<file path="src/rtl/reg_write_port.sv">
// Register file write side: in-order write-back queue feeding sixteen DW-bit registers through a
// one-hot load decode, with a pending bitmap of queued destinations for hazard checks.
module reg_write_port #(
  parameter int unsigned DW      = 16,
  parameter int unsigned NREG    = 16,
  parameter int unsigned DEPTH   = 2,
  parameter bit          ZERO_R0 = 1'b0
) (
  input  logic            clk,
  input  logic            rst_n,
  input  logic            wr_valid,
  output logic            wr_ready,
  input  logic [3:0]      wr_addr,
  input  logic [DW-1:0]   wr_data,
  input  logic            wb_hold,
  input  logic            flush,
  output logic            wb_done,
  output logic [3:0]      wb_addr,
  output logic [NREG-1:0] pend,
  output logic [DW-1:0]   out0,
  output logic [DW-1:0]   out1,
  output logic [DW-1:0]   out2,
  output logic [DW-1:0]   out3,
  output logic [DW-1:0]   out4,
  output logic [DW-1:0]   out5,
  output logic [DW-1:0]   out6,
  output logic [DW-1:0]   out7,
  output logic [DW-1:0]   out8,
  output logic [DW-1:0]   out9,
  output logic [DW-1:0]   out10,
  output logic [DW-1:0]   out11,
  output logic [DW-1:0]   out12,
  output logic [DW-1:0]   out13,
  output logic [DW-1:0]   out14,
  output logic [DW-1:0]   out15
);

  localparam int unsigned PW = (DEPTH > 1) ? $clog2(DEPTH) : 1;
  localparam int unsigned CW = $clog2(DEPTH + 1);

  logic [3:0]      q_addr_q [DEPTH];
  logic [3:0]      q_addr_d [DEPTH];
  logic [DW-1:0]   q_data_q [DEPTH];
  logic [DW-1:0]   q_data_d [DEPTH];
  logic [PW-1:0]   wr_ptr_q, wr_ptr_d;
  logic [PW-1:0]   rd_ptr_q, rd_ptr_d;
  logic [CW-1:0]   count_q, count_d;
  logic [DW-1:0]   regs_q [NREG];
  logic [DW-1:0]   regs_d [NREG];
  logic            wb_done_q, wb_done_d;
  logic [3:0]      wb_addr_q, wb_addr_d;

  logic            full, empty, accept, retire;
  logic [3:0]      head_addr;
  logic [DW-1:0]   head_data;
  logic [NREG-1:0] wr_en;

  assign full      = (count_q == CW'(DEPTH));
  assign empty     = (count_q == '0);
  assign wr_ready  = ~full & ~flush;
  assign accept    = wr_valid & wr_ready;
  assign retire    = ~empty & ~wb_hold & ~flush;
  assign head_addr = q_addr_q[rd_ptr_q];
  assign head_data = q_data_q[rd_ptr_q];

  // Queue bookkeeping; pointers wrap naturally since DEPTH is a power of two.
  always_comb begin
    q_addr_d = q_addr_q;
    q_data_d = q_data_q;
    wr_ptr_d = wr_ptr_q;
    rd_ptr_d = rd_ptr_q;
    count_d  = count_q;
    if (flush) begin
      wr_ptr_d = '0;
      rd_ptr_d = '0;
      count_d  = '0;
    end else begin
      if (accept) begin
        q_addr_d[wr_ptr_q] = wr_addr;
        q_data_d[wr_ptr_q] = wr_data;
        wr_ptr_d           = wr_ptr_q + PW'(1);
      end
      if (retire) begin
        rd_ptr_d = rd_ptr_q + PW'(1);
      end
      case ({accept, retire})
        2'b10:   count_d = count_q + CW'(1);
        2'b01:   count_d = count_q - CW'(1);
        default: count_d = count_q;
      endcase
    end
  end

  always_comb begin
    wr_en = '0;
    if (retire) begin
      wr_en[head_addr] = 1'b1;
    end
    // Retire to r0 still pops and reports, but never loads the register.
    if (ZERO_R0) begin
      wr_en[0] = 1'b0;
    end
    for (int i = 0; i < NREG; i++) begin
      regs_d[i] = wr_en[i] ? head_data : regs_q[i];
    end
    wb_done_d = retire;
    wb_addr_d = retire ? head_addr : wb_addr_q;
  end

  always_comb begin
    pend = '0;
    for (int i = 0; i < DEPTH; i++) begin
      if (CW'(i) < count_q) begin
        pend[q_addr_q[rd_ptr_q + PW'(i)]] = 1'b1;
      end
    end
  end

  always_ff @(posedge clk or negedge rst_n) begin
    if (!rst_n) begin
      for (int i = 0; i < DEPTH; i++) begin
        q_addr_q[i] <= '0;
        q_data_q[i] <= '0;
      end
      for (int i = 0; i < NREG; i++) begin
        regs_q[i] <= '0;
      end
      wr_ptr_q  <= '0;
      rd_ptr_q  <= '0;
      count_q   <= '0;
      wb_done_q <= 1'b0;
      wb_addr_q <= '0;
    end else begin
      q_addr_q  <= q_addr_d;
      q_data_q  <= q_data_d;
      regs_q    <= regs_d;
      wr_ptr_q  <= wr_ptr_d;
      rd_ptr_q  <= rd_ptr_d;
      count_q   <= count_d;
      wb_done_q <= wb_done_d;
      wb_addr_q <= wb_addr_d;
    end
  end

  assign wb_done = wb_done_q;
  assign wb_addr = wb_addr_q;

  assign out0  = regs_q[0];
  assign out1  = regs_q[1];
  assign out2  = regs_q[2];
  assign out3  = regs_q[3];
  assign out4  = regs_q[4];
  assign out5  = regs_q[5];
  assign out6  = regs_q[6];
  assign out7  = regs_q[7];
  assign out8  = regs_q[8];
  assign out9  = regs_q[9];
  assign out10 = regs_q[10];
  assign out11 = regs_q[11];
  assign out12 = regs_q[12];
  assign out13 = regs_q[13];
  assign out14 = regs_q[14];
  assign out15 = regs_q[15];

endmodule

</file>
<file path="config.mk">
export PLATFORM = sky130hd
export DESIGN_NAME = reg_write_port
export DESIGN_NICKNAME = d
export VERILOG_FILES = /design/src/rtl/reg_write_port.sv
export SDC_FILE = /design/constraint.sdc
export NUM_CORES = 1
export LEC_CHECK = 0
export ABC_AREA = 1
export BUFFER_PORTS_ARGS = -buffer_cell sky130_fd_sc_hd__clkbuf_2
export CORE_UTILIZATION = 28
export DETAILED_ROUTE_END_ITERATION = 6
export PLACE_DENSITY = 0.47
export REMOVE_ABC_BUFFERS = 1
export SYNTH_ARGS = -nofsm -noshare
export SYNTH_HDL_FRONTEND = slang
export SYNTH_SLANG_ARGS = --single-unit
</file>
<file path="constraint.sdc">
create_clock -name clk -period 3 [get_ports clk]
set_clock_uncertainty 0.15 [all_clocks]
set_input_delay 0.3 -clock clk [delete_from_list [all_inputs] [get_ports clk]]
set_output_delay 0.3 -clock clk [all_outputs]
set_load 0.02 [all_outputs]
</file>
==> results.yml <==
run_status:
  status: "finished, final reports clean"
drt:
  viasPerCell: 4.652
  ant_nets: 0
  vias: 11480
  dr.pass1.iters: 7
  wl_um: 49450
  post_drt_wl_per_cell_um: 20.03
  drcViolationCount: 0
  drtIter0Drc: 927
worst_hold_path:
  hold_class: "input port to register"
  worstHoldStart: "wr_valid"
  min_to: "wr_ptr_q$_DFFE_PN0P_"
  min_path_cells: 4
synth:
  synth-seq-cells: 305
  synthCells: 1505
  synth_xor_area_share_pct: 0
  ys_warn_count: 0
  synth_top_family_by_area: "simple AND/OR/NAND/NOR gates"
  synth_edf_count: 0
  synthAdderAreaFrac_pct: 0.2793
  syn_avg_cell_area_um2: 8.929
  synth_simple_gate_area_share_pct: 34.95
  synthArstFlopShare_pct: 100.0
  synth_compound_area_share_pct: 2.346
  synth-seq-area-share_pct: 56.80
  synth_area_um2: 13440
  synth.area.mux_share_pct: 0
  yosysUniqueCellTypes: 22
  ys.flop_type: "dfrtp_1"
timing:
  clock.fmax_ghz: 0.3548
  timing.hold.ws_ns: 0.08236
  rsz0062_at_grt: "false"
  setup_viol: 0
  relSlewSlack_pct: 54.30
  drv_slew: 0
  fin_crit_sh_pct: 93.94
  finalCriticalPeriod_ns: 2.818
  hold_viol: 0
  worst_pin_slew_ns: 0.6855
clocking:
  clk_latency_ns: 0.55
  cts_buffers: 37
  cts_root_buffer: "clkbuf_16"
  cts_num_sinks: 305
  htree_levels: 2
  path_clk_slew_ns: 0.05
  cts_tree: "built"
  cts_max_path_buffers: 3
grt:
  grt_pass1_wl_um: 74890
  grt-ovfl-total: 0
  grt.busiest_layer: "met2"
  grt_pass1_vias: 11240
  grt_use_met1_pct: 28.12
  grtUsageMet3_pct: 4.926
  antenna_found_initial: 0
  grt_start_max_net_pins: 79
  grt_use_met2_pct: 31.83
  gr-usage-all-layers_pct: 20.26
place:
  place_area_um2: 15750
  gp_congestion: 0.8127
  dp_hpwl_um: 33990
  numPortBuffers: 302
final_layout:
  design_area_um2: 17160
  drive_gt1_share_pct: 26.17
  fillers: 4850
  seq_area_um2: 7634
  final_nets: 1866
  multi_input_area_um2: 5050
  antenna_cells: 0
  synthToLayoutAreaGrowth_pct: 27.70
critical_path:
  rr_worst_depth: 8
  critical_path_class: "register to output port"
  crit_arrival_ns: 2.37
  r2r_start: "count_q[0]$_DFFE_PN0P_"
  start_kind: "register"
  end_kind: "output port"
  cp_max_fo: 11
  r2r_slack_ns: 0.65
  timing.critical_path.buf_inv: 2
  path_cells: "buf_4 > o21ai_0 > nand2_1 > o21ai_0 > clkbuf_2"
  critPathSlowestCell: "dfrtp_2"
  timing.rr.end: "out9[3]$_DFFE_PN0P_"
  crit_top_cell: "o21ai_0"
  cp_top_family: "compound AO/OA/AOI/OAI gates"
  slowest_delay_ns: 0.49
  worst_ep_required_time_ns: 2.55
power_and_ir_drop:
  power_mw: 20.67
  power_density_nw_per_um2: 1205
  irDropWorstVdd_mv: 0.4706
  p_leak_nw: 9.683
floorplanning:
  floorplan.initialDensity_pct: 28.62
  die_h_um: 221.1
  die_x_um: 221.1
  num_rows: 79
  core_area_um2: 46950
  die_area_um2: 48870
  io-pin-count: 303
job:
  cap_violations: 0
-- what timing repair did --
item,4_1_cts,5_1_grt
hold endpoints to repair,113,0
hold buffers,24,0
gates cloned,0,0
pin swaps,0,1
setup endpoints to repair,1,1
gates resized for setup,2,0
setup buffers,0,1
-- cell usage after synthesis, types with 3 or more instances --
master / count / share of area, %
nand3_1: 259 / 9.6
nor2_4: 13 / 1.1
buf_6: 10 / 0.84
nor2_1: 6 / 0.17
nand2_2: 7 / 0.33
inv_2: 3 / 0.084
clkbuf_1: 8 / 0.22
inv_1: 45 / 1.3
o21ai_0: 61 / 2.3
nand3_2: 7 / 0.52
ha_1: 3 / 0.28
dfrtp_1: 305 / 57
buf_2: 50 / 1.9
nand2_4: 14 / 1.2
nand3_4: 10 / 1.3
nor2_8: 10 / 1.5
nand2_8: 5 / 0.74
buf_4: 23 / 1.3
nand2_1: 662 / 18
-- placed cells by master, fill, tap and decap left out, drive strengths merged --
master,count
dlygate4sd3,24
nand3,276
inv,50
ha,3
dfrtp,305
clkinv,6
clkinvlp,2
clkbuf,353
nand2,688
a21oi,2
buf,61
bufinv,1
nor2,29
o21ai,61
-- state kept, by name (all words and copies together) (netlist names), 2 cells and up --
register  cells
out9         16
wb_addr       4
out1         16
out8         16
out5         16
count_q       2
out10        16
out0         16
out3         16
out11        16
out13        16
out2         16
q_data_q     32
out6         16
out7         16
out15        16
out4         16
q_addr_q      8
out12        16
out14        16
-- cell families after synthesis --
kind of cell             after synthesis
AO/OA/AOI/OAI                         63
buffers and inverters                141
flip-flops                           305
adder cells (fa/ha/maj)                3
AND/OR/NAND/NOR                      993
-- stage by stage --
step / TNS, ns / util [%] / setup slack (ns) / cells
after global placement: 0 / 33.55 / 0.5772 / 2381
after floorplan: -349.22 / - / -1.533 / 1413
after CTS: 0 / 36.53 / 0.1151 / 2467
after detailed placement: 0 / 33.55 / 0.5835 / 2381
after global routing: 0 / 36.55 / 0.05619 / 2468
final: 0 / 36.55 / 0.1817 / 2468
-- layout make-up --
type,count,share of cell area (%)
timing repair buffer,386,13.77
multi-input combinational,1059,29.43
clock inverter,10,0.6198
tap,607,4.426
inverter,49,1.145
sequential,305,44.48
clock buffer,52,6.132
-- worst max-delay path by stage --
| stage | from | end | cells after the start | slack, ns |
|---|---|---|---|---|
| finish | rd_ptr_q$_DFFE_PN0P_ | pend[2] | 5 | 0.18 |
| global route | rd_ptr_q$_DFFE_PN0P_ | pend[2] | 5 | 0.06 |
| CTS | rd_ptr_q$_DFFE_PN0P_ | pend[5] | 8 | 0.12 |
| detailed placement | count_q[0]$_DFFE_PN0P_ | out13[13]$_DFFE_PN0P_ | 8 | 0.58 |
| global placement | rd_ptr_q$_DFFE_PN0P_ | pend[5] | 8 | 0.58 |
| floorplan | count_q[0]$_DFFE_PN0P_ | out0[0]$_DFFE_PN0P_ | 8 | -1.53 |
-- worst register-to-register path: cells and delay by family, from the launching register on --
kind | cells | cell delay, ns
simple gates | 4 | 0.94
flops | 1 | 0.37
buf+inv | 3 | 0.60
fa+ha+maj | 1 | 0.21
-- power by group --
group	leakage [nW]	internal [mW]	total, mW	switching [mW]
Sequential	4.13	5.80	6.85	1.05
Clock	0.564	2.53	4.33	1.79
Combinational	4.98	2.59	9.50	6.90
Total	9.68	10.9	20.7	9.75
-- routing by layer --
layer / routed length (um) / share of wire, %
met5: 0 / 0
met2: 22810 / 46
met4: 864 / 1.7
met1: 22730 / 46
met3: 3038 / 6.1
No activity file was read; power rests on OpenSTA's default activity.
